`src/rtl/intr_ctrl_pkg.sv`:
```
// Shared constants, state encoding and priority helper for the interrupt sequencer.
package intr_ctrl_pkg;

    localparam int unsigned IM_ADDR_BIT     = 12;
    localparam int unsigned INTR_NUM        = 4;
    localparam logic [31:0] INTR_VEC_BASE   = 32'h200;
    localparam logic [31:0] INTR_VEC_STRIDE = 32'h20;

    typedef enum logic [1:0] {
        INTR_S_IDLE  = 2'd0,
        INTR_S_WAIT  = 2'd1,
        INTR_S_ENTER = 2'd2,
        INTR_S_SVC   = 2'd3
    } intr_state_t;

    // Fixed priority: lowest index wins; result is don't-care when v == 0.
    function automatic logic [1:0] lowest_set(input logic [INTR_NUM-1:0] v);
        if (v[0])      return 2'd0;
        else if (v[1]) return 2'd1;
        else if (v[2]) return 2'd2;
        else           return 2'd3;
    endfunction

endpackage

```
`src/rtl/intr_ctrl_pending.sv`:
```
// Edge-detected pending register with set-over-clear arbitration and priority pick.
module intr_pending
    import intr_ctrl_pkg::*;
(
    input  logic                clk,
    input  logic                rst,
    input  logic [INTR_NUM-1:0] intr_req,
    input  logic                intr_en,
    input  logic [INTR_NUM-1:0] intr_mask,
    input  logic                clr,
    input  logic [1:0]          clr_id,
    output logic [INTR_NUM-1:0] pending,
    output logic                any_eligible,
    output logic [1:0]          winner_id
);

    logic [INTR_NUM-1:0] prev_req;
    logic [INTR_NUM-1:0] rise;
    logic [INTR_NUM-1:0] clr_vec;
    logic [INTR_NUM-1:0] eligible;

    always_comb begin
        rise    = intr_req & ~prev_req;
        clr_vec = '0;
        if (clr) clr_vec[clr_id] = 1'b1;
        eligible = pending & intr_mask & {INTR_NUM{intr_en}};
    end

    always_ff @(posedge clk) begin
        if (rst) begin
            prev_req <= '0;
            pending  <= '0;
        end else begin
            prev_req <= intr_req;
            // OR-ing rise after the clear lets a fresh edge win over the clear.
            pending  <= (pending & ~clr_vec) | rise;
        end
    end

    assign any_eligible = |eligible;
    assign winner_id    = lowest_set(eligible);

endmodule

```
`src/rtl/intr_ctrl.sv`:
```
// Interrupt entry sequencer: waits for an instruction boundary, writes EPC and jumps to the vector.
module intr_ctrl
    import intr_ctrl_pkg::*;
#(
    parameter int unsigned ADDR_W     = IM_ADDR_BIT,
    parameter logic [31:0] VEC_BASE   = INTR_VEC_BASE,
    parameter logic [31:0] VEC_STRIDE = INTR_VEC_STRIDE
) (
    input  logic                clk,
    input  logic                rst,
    input  logic [INTR_NUM-1:0] intr_req,
    input  logic                intr_en,
    input  logic [INTR_NUM-1:0] intr_mask,
    input  logic                is_eret,
    input  logic                safe,
    input  logic [ADDR_W-1:0]   resume_pc,
    output logic                drain_req,
    output logic                epc_w_en,
    output logic [ADDR_W-1:0]   epc_w_data,
    output logic                jump_en,
    output logic [ADDR_W-1:0]   jump_addr,
    output logic [INTR_NUM-1:0] pending,
    output logic                in_service,
    output logic [1:0]          cur_id
);

    intr_state_t state;
    logic        any_eligible;
    logic [1:0]  winner_id;
    logic        cur_eligible;
    logic        entering;

    assign entering = (state == INTR_S_ENTER);

    intr_pending u_pending (
        .clk          (clk),
        .rst          (rst),
        .intr_req     (intr_req),
        .intr_en      (intr_en),
        .intr_mask    (intr_mask),
        .clr          (entering),
        .clr_id       (cur_id),
        .pending      (pending),
        .any_eligible (any_eligible),
        .winner_id    (winner_id)
    );

    assign cur_eligible = pending[cur_id] & intr_mask[cur_id] & intr_en;

    always_ff @(posedge clk) begin
        if (rst) begin
            state  <= INTR_S_IDLE;
            cur_id <= '0;
        end else begin
            case (state)
                INTR_S_IDLE: begin
                    if (any_eligible && !is_eret) begin
                        cur_id <= winner_id;
                        state  <= INTR_S_WAIT;
                    end
                end
                INTR_S_WAIT: begin
                    // Losing eligibility aborts the entry even if safe is high.
                    if (!cur_eligible)  state <= INTR_S_IDLE;
                    else if (safe)      state <= INTR_S_ENTER;
                end
                INTR_S_ENTER: state <= INTR_S_SVC;
                INTR_S_SVC:   if (is_eret) state <= INTR_S_IDLE;
                default:      state <= INTR_S_IDLE;
            endcase
        end
    end

    always_comb begin
        drain_req  = (state == INTR_S_WAIT) || entering;
        in_service = (state == INTR_S_SVC);
        epc_w_en   = entering;
        jump_en    = entering;
        epc_w_data = entering ? resume_pc : '0;
        jump_addr  = entering ? ADDR_W'(VEC_BASE + VEC_STRIDE * 32'(cur_id)) : '0;
    end

endmodule

```
`config.mk`:
```
export PLATFORM = sky130hd
export DESIGN_NAME = intr_ctrl
export DESIGN_NICKNAME = d
export VERILOG_FILES = /design/src/rtl/intr_ctrl_pkg.sv /design/src/rtl/intr_ctrl_pending.sv /design/src/rtl/intr_ctrl.sv
export SDC_FILE = /design/constraint.sdc
export NUM_CORES = 1
export LEC_CHECK = 0
export ABC_AREA = 1
export ABC_CLOCK_PERIOD_IN_PS = 3100
export CAP_MARGIN = 25
export CORE_AREA = 4 4 44 46
export CTS_BUF_LIST = sky130_fd_sc_hd__clkbuf_8 sky130_fd_sc_hd__clkbuf_16
export DETAILED_ROUTE_END_ITERATION = 16
export DIE_AREA = 0 0 48 50
export DONT_BUFFER_PORTS = 1
export GPL_ROUTABILITY_DRIVEN = 0
export PLACE_DENSITY = 0.77
export SLEW_MARGIN = 0
export SYNTH_ARGS = -nofsm -noshare
export SYNTH_HDL_FRONTEND = slang
export SYNTH_HIERARCHICAL = 1
export SYNTH_SLANG_ARGS = --single-unit
```
`constraint.sdc`:
```
create_clock -name clk -period 3.1 [get_ports clk]
set_clock_uncertainty 0.2 [all_clocks]
set_input_delay 0.62 -clock clk [delete_from_list [all_inputs] [get_ports clk]]
set_output_delay 0.62 -clock clk [all_outputs]
set_load 0.005 [all_outputs]
```
==> impl_metrics.tcl <==
set metrics [dict create \
    outcome "finished clean" \
    areaGrowthSynthToFinish_pct 0.7833 \
    maxCapViolCount 0 \
    hp-class "primary input to flop" \
    final-max-slew-violation-count 0 \
    ant_nets 0 \
    cts_hold_buf 0 \
    grt_pass1_wl_mm 2.946 \
    clock_latency_ns 0.24 \
    cts_resized 0 \
    syn-cell-area_sq_um 958.4 \
    dp_slack_ns 0.8795 \
    drt_wl_total_mm 1.828 \
    met1_length_microns 753 \
    slew_headroom_pct 50.10 \
    finalCritPeriodShare_pct 78.86 \
    first_global_vias 722 \
    num_antenna_cells 0 \
    overflow 0 \
    syn_inst 146 \
    required_ns 2.28 \
    cts-root-buf "clkbuf_8" \
    hpwl_mm 1.525 \
    worstMarginPinSlew_ns 0.7486 \
    wl_met3_microns 172 \
    clock_path_buffers 2 \
    dieArea_sq_um 2400 \
    post_drt_wl_per_cell_microns 11.35 \
    start_util_pct 63.62 \
    die_w_microns 48 \
    wl_met2_microns 853 \
    hold_viol 0 \
    cts_buffers 3 \
    synthDistinctLibCells 20 \
    grt_usage_pct 16.59 \
    via_per_inst 4.969 \
    grt_max_degree 23 \
    crit_path_end_kind "output pin" \
    cts_setup_buffers 0 \
    worstPathMaxFanout 22 \
    fin_crit_ns 2.445 \
    whs_ns 0.2424 \
    critical_path_class "flop to output pin" \
    avgSynthCellArea_sq_um 6.565 \
    setup_ws_ns 0.6554 \
    yosys_warnings 6 \
    htree_levels 1 \
    powerDensity_nw_per_um2 558.6 \
    p_leak_nw 0.5827 \
    crit_arrival_ns 1.62 \
    fmax_ghz 0.4091 \
    num_rows 14 \
    io_buffer_count 0 \
    cts_tree "done" \
    vdd_drop_max_uv 373.3 \
    tns_ns 0 \
    antenna_found_initial 0 \
    drt_first_pass_iters 4 \
    vias 800 \
    layout-drive-gt1-share_pct 11.72 \
    drc_errors 0 \
    clk_pin_slew_ns 0.05 \
    first_iter_violations 9 \
    synth_seq_cells 12 \
    rsz0062_at_grt "no" \
    setup_viol_count_final 0 \
    numClockSinks 12 \
    cp-start-kind "flop" \
    ios 59 \
    core-area_sq_um 1506 \
    routed.top_layer "met4" \
    fin_nets 176 \
    die_h_microns 50 \
    synth-seq-area-share_pct 25.07 \
]
==> cell usage after synthesis (all sizes together) <==
cell type,instances,area [sq um]
dfxtp,12,240.2
nand4,2,27.53
ha,5,62.56
clkbuf,1,3.750
a21oi,3,18.77
inv,40,150.1
conb,1,3.750
nand3,18,110.1
nor2,10,67.56
or2,1,6.260
o21ai,2,10.01
buf,12,93.84
a22oi,1,21.27
nand2,38,142.6
==> worst paths after layout <==
check / start / cells past startpoint / to / slack, ns
worst min-delay path: rst / 1 / state[0] / 0.24
worst max-delay path: state[0] / 4 / epc_w_data[9] / 0.66
worst max register to register: state[0] / 5 / state[0] / 1.19
worst min register to register: u_pending/prev_req[1] / 3 / u_pending/pending[1] / 0.25
==> critical path: stages (launching register included) <==
cell and delay, ns:
dfxtp_1 0.37, inv_1 0.13, ha_1 0.66, nand2_1 0.12, inv_1 0.11
==> metrics by stage <==
step | util [%] | power, mW | area [sq um] | std cells
2_1_floorplan | - | 0.3621 | 988.4 | 154
3_3_place_gp | 60.47 | 0.3671 | 910.9 | 157
3_5_place_dp | 60.47 | 0.3794 | 910.9 | 157
4_1_cts | 64.12 | 0.5469 | 965.9 | 161
5_1_grt | 64.12 | 0.5827 | 965.9 | 161
6_report | 64.12 | 0.5395 | 965.9 | 161
==> area by class of cell <==
type	instances	area [sq um]
multi-input combinational	89	500.5
sequential	12	240.2
clock buffer	4	55.05
inverter	40	150.1
fill	144	540.5
tap	16	20.02
==> placed cells by master, fill, tap and decap left out <==
master	count
nand2_1	38
ha_1	5
nor2_4	4
nand4_1	1
inv_1	39
dfxtp_1	12
a21oi_2	1
nand3_1	14
nand4_4	1
nor2_1	6
o21ai_0	2
a21oi_1	2
a22oi_4	1
or2_2	1
conb_1	9
nand3_2	4
inv_2	1
clkbuf_8	4
==> power breakdown <==
group	leakage, nW	switching [mW]	internal (mW)
sequential	0.0996	0.0287	0.174
combinational	0.454	0.106	0.0646
clock	0.0288	0.0541	0.112
==> flip-flops by register name, indices dropped and copies added (netlist names), named ones only <==
name	count
cur_id	2
state	1
u_pending/pending	4
u_pending/prev_req	4
==> routing by layer <==
layer | global-route usage, % | vias to the layer above
met3 | 1.818 | 6
met2 | 26.43 | 46
met5 | 0 | -
met4 | 9.865 | 0
met1 | 20.22 | 342
li1 | - | 406
==> kinds of logic after synthesis <==
group | Yosys count | synth area share, %
and+or+nand+nor | 69 | 36.95
buffers and inverters | 53 | 25.85
DFF | 12 | 25.07
AOI/OAI and AO/OA | 6 | 5.222
adders and majority gates | 5 | 6.527
other | 1 | 0.3913
Note: power is estimated with default switching activity, not from simulation.
